--- src/rtl/dota_sample_ctrl.sv ---
// Conversion sequencer for the digital OTA/comparator macro: auto-zero, settle,
// NSAMP comparator samples, majority vote. Optional SAR offset trim via OTA_OFFSET_CAL_EN.
module dota_sample_ctrl #(
    parameter int AZ_CYC     = 2,
    parameter int SETTLE_CYC = 4,
    parameter int NSAMP      = 8,
    parameter int TRIM_W     = 4
) (
    input  logic              clk,
    input  logic              rst,
    input  logic              start,
    input  logic              abort,
    input  logic              cmp_out,
    output logic              cmp_en,
    output logic              cmp_az,
    output logic              busy,
    output logic              res_valid,
    input  logic              res_ready,
    output logic              res_bit,
    output logic [7:0]        res_count
`ifdef OTA_OFFSET_CAL_EN
    ,
    input  logic              cal_req,
    output logic [TRIM_W-1:0] trim
`endif
);
    // state    | meaning
    // IDLE     | waiting for start (or cal_req)
    // AUTOZERO | OTA enabled, inputs shorted
    // SETTLE   | OTA enabled, waiting out settling and synchronizer lag
    // SAMPLE   | accumulating synchronized comparator ones
    // DONE     | result presented until accepted
    // CAL      | SAR search of the offset trim code
    typedef enum logic [2:0] {
        S_IDLE, S_AZ, S_SETTLE, S_SAMPLE, S_DONE
`ifdef OTA_OFFSET_CAL_EN
        , S_CAL
`endif
    } state_t;

    localparam logic [9:0] AZ_LD     = 10'(AZ_CYC - 1);
    localparam logic [9:0] SETTLE_LD = 10'(SETTLE_CYC - 1);
    localparam logic [9:0] SAMP_LD   = 10'(NSAMP - 1);
    localparam logic [8:0] NSAMP_9   = 9'(NSAMP);

    state_t     state_q, state_d;
    logic [9:0] cnt_q, cnt_d;
    logic [7:0] ones_q, ones_d, ones_inc;
    logic       sync1_q, cs_q;
    logic       cmp_en_q, cmp_en_d, cmp_az_q, cmp_az_d, busy_q, busy_d;
    logic       res_valid_q, res_valid_d, res_bit_q, res_bit_d;
    logic [7:0] res_count_q, res_count_d;

`ifdef OTA_OFFSET_CAL_EN
    localparam logic [9:0]        CAL_LD     = 10'(AZ_CYC + SETTLE_CYC + NSAMP - 1);
    localparam logic [9:0]        NSAMP_10   = 10'(NSAMP);
    localparam logic [TRIM_W-1:0] TRIM_MID   = TRIM_W'(1) << (TRIM_W - 1);
    logic [TRIM_W-1:0] trim_q, trim_d, trim_save_q, trim_save_d, bit_mask;
    logic [7:0]        bit_q, bit_d;
    assign bit_mask = TRIM_W'(1) << bit_q;
    assign trim     = trim_q;
`endif

    assign ones_inc = ones_q + {7'd0, cs_q};

    always_ff @(posedge clk) begin
        if (rst) begin
            state_q     <= S_IDLE;
            cnt_q       <= '0;
            ones_q      <= '0;
            sync1_q     <= 1'b0;
            cs_q        <= 1'b0;
            cmp_en_q    <= 1'b0;
            cmp_az_q    <= 1'b0;
            busy_q      <= 1'b0;
            res_valid_q <= 1'b0;
            res_bit_q   <= 1'b0;
            res_count_q <= '0;
`ifdef OTA_OFFSET_CAL_EN
            trim_q      <= TRIM_MID;
            trim_save_q <= TRIM_MID;
            bit_q       <= '0;
`endif
        end else begin
            state_q     <= state_d;
            cnt_q       <= cnt_d;
            ones_q      <= ones_d;
            sync1_q     <= cmp_out;
            cs_q        <= sync1_q;
            cmp_en_q    <= cmp_en_d;
            cmp_az_q    <= cmp_az_d;
            busy_q      <= busy_d;
            res_valid_q <= res_valid_d;
            res_bit_q   <= res_bit_d;
            res_count_q <= res_count_d;
`ifdef OTA_OFFSET_CAL_EN
            trim_q      <= trim_d;
            trim_save_q <= trim_save_d;
            bit_q       <= bit_d;
`endif
        end
    end

    always_comb begin
        state_d = state_q;
        cnt_d   = cnt_q;
        ones_d  = ones_q;
`ifdef OTA_OFFSET_CAL_EN
        trim_d      = trim_q;
        trim_save_d = trim_save_q;
        bit_d       = bit_q;
`endif
        if (abort) begin
            state_d = S_IDLE;
            ones_d  = '0;
`ifdef OTA_OFFSET_CAL_EN
            if (state_q == S_CAL) trim_d = trim_save_q;
`endif
        end else begin
            case (state_q)
                S_IDLE: begin
                    ones_d = '0;
                    cnt_d  = '0;
                    if (start) begin
                        state_d = S_AZ;
                        cnt_d   = AZ_LD;
                    end
`ifdef OTA_OFFSET_CAL_EN
                    else if (cal_req) begin
                        state_d     = S_CAL;
                        cnt_d       = CAL_LD;
                        bit_d       = 8'(TRIM_W - 1);
                        trim_save_d = trim_q;
                        trim_d      = TRIM_MID;
                    end
`endif
                end
                S_AZ: begin
                    if (cnt_q == '0) begin
                        state_d = S_SETTLE;
                        cnt_d   = SETTLE_LD;
                    end else cnt_d = cnt_q - 10'd1;
                end
                S_SETTLE: begin
                    if (cnt_q == '0) begin
                        state_d = S_SAMPLE;
                        cnt_d   = SAMP_LD;
                    end else cnt_d = cnt_q - 10'd1;
                end
                S_SAMPLE: begin
                    ones_d = ones_inc;
                    if (cnt_q == '0) state_d = S_DONE;
                    else cnt_d = cnt_q - 10'd1;
                end
                S_DONE: if (res_ready) state_d = S_IDLE;
`ifdef OTA_OFFSET_CAL_EN
                // Each trim bit gets a full AZ+SETTLE+NSAMP window; only the last NSAMP cycles vote.
                S_CAL: begin
                    if (cnt_q < NSAMP_10) ones_d = ones_inc;
                    if (cnt_q == '0) begin
                        ones_d = '0;
                        if ({ones_inc, 1'b0} > NSAMP_9) trim_d = trim_q & ~bit_mask;
                        if (bit_q == '0) state_d = S_IDLE;
                        else begin
                            bit_d  = bit_q - 8'd1;
                            trim_d = trim_d | (bit_mask >> 1);
                            cnt_d  = CAL_LD;
                        end
                    end else cnt_d = cnt_q - 10'd1;
                end
`endif
                default: state_d = S_IDLE;
            endcase
        end
    end

    // Outputs are registered from the next state so they line up with the state change.
    always_comb begin
        cmp_en_d    = 1'b0;
        cmp_az_d    = 1'b0;
        busy_d      = (state_d != S_IDLE);
        res_valid_d = 1'b0;
        res_bit_d   = 1'b0;
        res_count_d = '0;
        case (state_d)
            S_AZ: begin
                cmp_en_d = 1'b1;
                cmp_az_d = 1'b1;
            end
            S_SETTLE, S_SAMPLE: cmp_en_d = 1'b1;
            S_DONE: begin
                res_valid_d = 1'b1;
                if (state_q == S_DONE) begin
                    res_bit_d   = res_bit_q;
                    res_count_d = res_count_q;
                end else begin
                    res_bit_d   = ({ones_d, 1'b0} > NSAMP_9);
                    res_count_d = ones_d;
                end
            end
`ifdef OTA_OFFSET_CAL_EN
            S_CAL: begin
                cmp_en_d = 1'b1;
                cmp_az_d = 1'b1;
            end
`endif
            default: ;
        endcase
    end

    assign cmp_en    = cmp_en_q;
    assign cmp_az    = cmp_az_q;
    assign busy      = busy_q;
    assign res_valid = res_valid_q;
    assign res_bit   = res_bit_q;
    assign res_count = res_count_q;

endmodule

--- config.mk ---
export PLATFORM = sky130hd
export DESIGN_NAME = dota_sample_ctrl
export DESIGN_NICKNAME = d
export VERILOG_FILES = /design/src/rtl/dota_sample_ctrl.sv
export SDC_FILE = /design/constraint.sdc
export NUM_CORES = 1
export LEC_CHECK = 0
export CAP_MARGIN = 40
export CORE_MARGIN = 2
export CORE_UTILIZATION = 35
export DETAILED_ROUTE_END_ITERATION = 10
export GPL_TIMING_DRIVEN = 1
export SYNTH_ARGS = -nofsm -noshare
export SYNTH_HDL_FRONTEND = slang
export SYNTH_SLANG_ARGS = --single-unit
--- constraint.sdc ---
create_clock -name clk -period 3 [get_ports clk]
set_input_delay 0.6 -clock clk [delete_from_list [all_inputs] [get_ports clk]]
set_output_delay 0.6 -clock clk [all_outputs]
set_load 0.01 [all_outputs]
Word-level counts from Yosys, hierarchy flattened
Cells that the tools add are included.
{ "classes": {"addsub": 2, "n_lt_le_gt_ge": 1, "n_eq_ne": 9, "n_mux": 17, "bitwise_logic": 2, "n_reduce_logical": 7} }
{ "op_table": {"columns": ["op", "n"], "rows": [
  ["$pmux 10 s4", 1],
  ["$mux 10", 3],
  ["$mux 3", 6],
  ["$pmux 8 s2", 1],
  ["$pmux 3 s5", 1],
  ["$eq 3x2->1 const B", 4],
  ["$logic_not 10->1", 1],
  ["$sub 10x1->10 const B", 1],
  ["$gt 9x4->1 const B", 1],
  ["$add 8x1->8", 1],
  ["$mux 8", 1],
  ["$eq 3x1->1 const B", 2],
  ["$eq 3x3->1 const B", 2],
  ["$mux 1", 4],
  ["$reduce_bool 4->1", 1],
  ["$logic_not 3->1", 1],
  ["$reduce_and 3->1", 1],
  ["$reduce_bool 3->1", 1],
  ["$reduce_or 3->1", 1],
  ["$ne 2x2->1 const B", 1],
  ["$not 1->1", 2],
  ["$reduce_or 2->1", 1]
]} }
{ "word_totals": {"register_bits": 36, "output_inout_bits": 13, "elab_cells": 49} }

Longest topological paths before layout
{ "logic_depth": {"ltp_word": 7, "mapped_depth": 8} }

Least setup slack after synthesis
No wires, ideal clock.
{ "synth_timing": {"path_type": "register to register", "start": "register cnt_q[0]", "end": "register cnt_q[3]", "arrival_ns": 2.287, "t_required_ns": 2.871, "slack_ns": 0.584, "stages_incl_launch_ff": 9, "n_path_buf": 1, "period_less_slack_ns": 2.416, "cell_sequence": "dfxtp_1 > inv_1 > ha_1 > or4b_2 > or3_1 > clkbuf_1 > maj3_2 > o21bai_1 > nor2_1"} }
{ "synth_via": {"elab_chain_len": 3, "elab_cells_between_ends": 8} }
{ "synth_rtl": {"columns": ["element", "line_no", "source"], "rows": [
  ["start: declaration", "47", "logic [9:0] cnt_q, cnt_d;"],
  ["start signal: assignment", "86", "cnt_q <= cnt_d;"],
  ["$sub 10x1->10 / $logic_not 10->1 (equally long branches)", null, null],
  ["$mux 10 (tied with other cells)", "152", "if (cnt_q == '0) state_d = S_DONE;"],
  ["$pmux 10 s4 / $reduce_and 3->1 (equally long branches)", null, null]
]} }
Parallel ways exist; a longest one is shown, timed or not. The select of a mux whose other input is x is not followed.
A chain may end at the register's enable or synchronous reset.

Final worst setup path
{ "layout_timing": {"start": "register cnt_q[0]", "end": "register cnt_q[9]"} }
The elaborated chain is that of the path after synthesis.

==> flow_summary.json <==
{
  "diodes": 0,
  "die_w_um": 74.34,
  "final_util": 0.4418,
  "cts_resized": 0,
  "power_density_nw_per_um2": 533.0,
  "synth_seq_cells": 36,
  "hp-start": "sync1_q",
  "ys.flop_type": "dfxtp_1",
  "wire_per_inst_um": 12.69,
  "worstSetupEndpointType": "register",
  "crit_chain": "inv_1 > ha_1 > or4b_2 > or3_1 > maj3_2 > o21bai_1 > nor2_1",
  "placedCellCount": 283,
  "hold_buffers": 0,
  "cts.htree.levels": 2,
  "rr_startpoint": "cnt_q[0]",
  "rrSetupSlack_ns": 0.42,
  "numCtsBuffers": 5,
  "drv_cap": 0,
  "startpoint_type": "register",
  "r2r_end": "cnt_q[9]",
  "fin_area_sq_um": 2101,
  "hold_path_depth": 1,
  "drive_gt1_frac": 0.08929,
  "cp.required_ns": 3.17,
  "nets": 233,
  "grt_first_pass_wirelength_um": 6492,
  "ir_drop_v": 0.0002271,
  "post-cts-setup-buffers": 0,
  "viasPerCell": 4.924,
  "avgSynthCellArea_sq_um": 8.406,
  "synth_cell_type_count": 46,
  "finalWirelength_um": 3693,
  "area_growth_pct": 21.31,
  "cts_tree": "yes",
  "p_leak_nw": 0.7598,
  "die_area_sq_um": 5526,
  "timing.final.crit_share": 0.8606,
  "dp_hpwl_um": 2631,
  "synth_common_cells": "dfxtp_1 (36), nor2_1 (28), nand2_1 (19)",
  "fmax_ghz": 0.3873,
  "syn_inst": 206,
  "min_to": "cs_q",
  "finalClockSkew_ns": 0.007194,
  "tightest_slew_ns": 0.5044,
  "die_h_um": 74.34,
  "cts_root_buf": "clkbuf_8",
  "drv_slew": 0,
  "io_pins": 19,
  "initial_core_util": 0.3642,
  "worstHoldPathType": "reg -> reg",
  "row_count": 25,
  "clk_latency_ns": 0.29,
  "clkTransAtPathRegs_ns": 0.07,
  "grt_util_all_layers": 0.1530,
  "instances_no_fill": 291,
  "setup_viol": 0,
  "layout_min_cycle_time_ns": 2.582,
  "yosys_warnings": 0,
  "synth_area_leader_cell": "dfxtp_1",
  "synth_area_sq_um": 1732,
  "cp_max_fo": 6,
  "syn-num-nets": 216,
  "finalHoldViolCount": 0,
  "grt_pass1_vias": 1404,
  "slew_headroom": 0.6606,
  "place_area_sq_um": 1974,
  "antenna_found_initial": 0,
  "first_pass_iters": 4,
  "cp_slowest_stage_delay_ns": 0.64,
  "crit_arrival_ns": 2.75,
  "path_class": "reg -> reg",
  "synth_edf_count": 0,
  "portBuffers": 18,
  "antenna_left": 0,
  "ys_seq_area_frac": 0.4162,
  "reg2regPathDepth": 7,
  "core_sq_um": 4755,
  "vias": 1433,
  "tns_ns": 0,
  "gp_congestion": 0.8085,
  "status": "complete, no violations",
  "cts_buffer_depth": 2,
  "yosysTopAreaCellShare": 0.4162,
  "drtIter0Drc": 79,
  "yosys-top-cells-area": "dfxtp_1 (42%), nor2_1 (6.1%), xnor2_1 (6.1%)",
  "cts.sinks": 36,
  "rsz0062_at_grt": "no",
  "grt_overflow_total": 0,
  "grt_max_degree": 17,
  "yosysMostFrequentCell": "dfxtp_1",
  "critPathSlowestCell": "or4b_2",
  "fillCellCount": 505,
  "synthArstFlopShare": 0,
  "remaining_drc_errors": 0
}
-- flip-flops by register name, indices dropped and copies added, names as in the netlist --
signal,count
ones_q,8
res_bit,1
res_valid,1
cnt_q,10
cmp_en,1
res_count,8
busy,1
state_q,3
sync1_q,1
cs_q,1
cmp_az,1
-- power by group --
group	internal, mW	switching (mW)	leakage, nW
Clock	0.293	0.172	0.0645
Sequential	0.494	0.0184	0.292
Combinational	0.0661	0.0763	0.403
-- cell families after synthesis --
family,Yosys count,share of synthesized area
simple gates,96,0.2876
flops,36,0.4162
compound gates,34,0.1351
buf+inv,19,0.04263
xor+xnor,13,0.06575
fa+ha+maj,5,0.03541
mux,3,0.01734
-- worst max path at each step --
stage | startpoint | to | slack (ns) | cells after the start
2_1_floorplan | cnt_q[0] | cnt_q[3] | 0.58 | 8
3_3_place_gp | cnt_q[0] | res_count[5] | 0.43 | 7
3_5_place_dp | cnt_q[0] | res_count[2] | 0.41 | 7
4_1_cts | cnt_q[0] | res_count[2] | 0.41 | 7
5_1_grt | cnt_q[0] | res_count[7] | 0.22 | 7
6_report | cnt_q[0] | cnt_q[9] | 0.42 | 7
-- final cells by class --
type | instances | area [sq um] | area share
clock inverters | 1 | 30.03 | 0.01429
flip-flops and latches | 36 | 720.7 | 0.3431
well taps | 67 | 83.83 | 0.03990
multi-input cells | 151 | 937.1 | 0.4461
inverters | 8 | 30.03 | 0.01429
clock buffers | 7 | 96.34 | 0.04586
repair buffers | 21 | 202.7 | 0.09649
-- metrics by stage --
| step | hold WS [ns] | worst slack [ns] | power [mW] |
|---|---|---|---|
| 2_1_floorplan | 0.4138 | 0.5840 | 0.6303 |
| 3_3_place_gp | 0.4367 | 0.4298 | 0.6644 |
| 3_5_place_dp | 0.4347 | 0.4130 | 0.6629 |
| 4_1_cts | 0.4535 | 0.4147 | 1.129 |
| 5_1_grt | 0.4638 | 0.2191 | 1.177 |
| 6_report | 0.4449 | 0.4183 | 1.120 |
-- critical path: cells and delay by family, from the launching register on --
| family | cells | cell delay, ns |
|---|---|---|
| AND/OR/NAND/NOR | 3 | 1.17 |
| adder cells (fa/ha/maj) | 2 | 0.48 |
| AO/OA/AOI/OAI | 1 | 0.38 |
| flip-flops | 1 | 0.34 |
| buffers and inverters | 1 | 0.09 |
-- per-layer routing --
metal / vias to the layer above / track usage / share of wire / wire length, um
met1: 647 / 0.2143 / 0.50 / 1858
met4: 0 / 0.06349 / 0.021 / 76
met3: 9 / 0.04065 / 0.037 / 137
met5: - / 0 / 0 / 0
met2: 24 / 0.2232 / 0.44 / 1620
li1: 753 / - / - / -
-- cells in the final DEF (no fill, tap or decap), types with 2 or more instances in the layout --
cell / n
dfxtp_1: 36
nor2_1: 28
nand2_1: 19
clkdlybuf4s50_1: 18
xnor2_1: 12
nor2b_1: 9
inv_1: 8
a21oi_1: 8
nor3_1: 8
nor4_1: 7
clkbuf_8: 7
o21ai_0: 5
or3_1: 5
ha_1: 4
mux2i_1: 3
or2_2: 3
buf_4: 3
nand3b_1: 2
a32oi_1: 2
a21boi_0: 2
nor4bb_1: 2
nand2b_1: 2
a31oi_1: 2
nand4_1: 2
and2_1: 2
a2bb2oi_1: 2
a22oi_1: 2
a211oi_1: 2
Power figures use the tool's default switching activity.
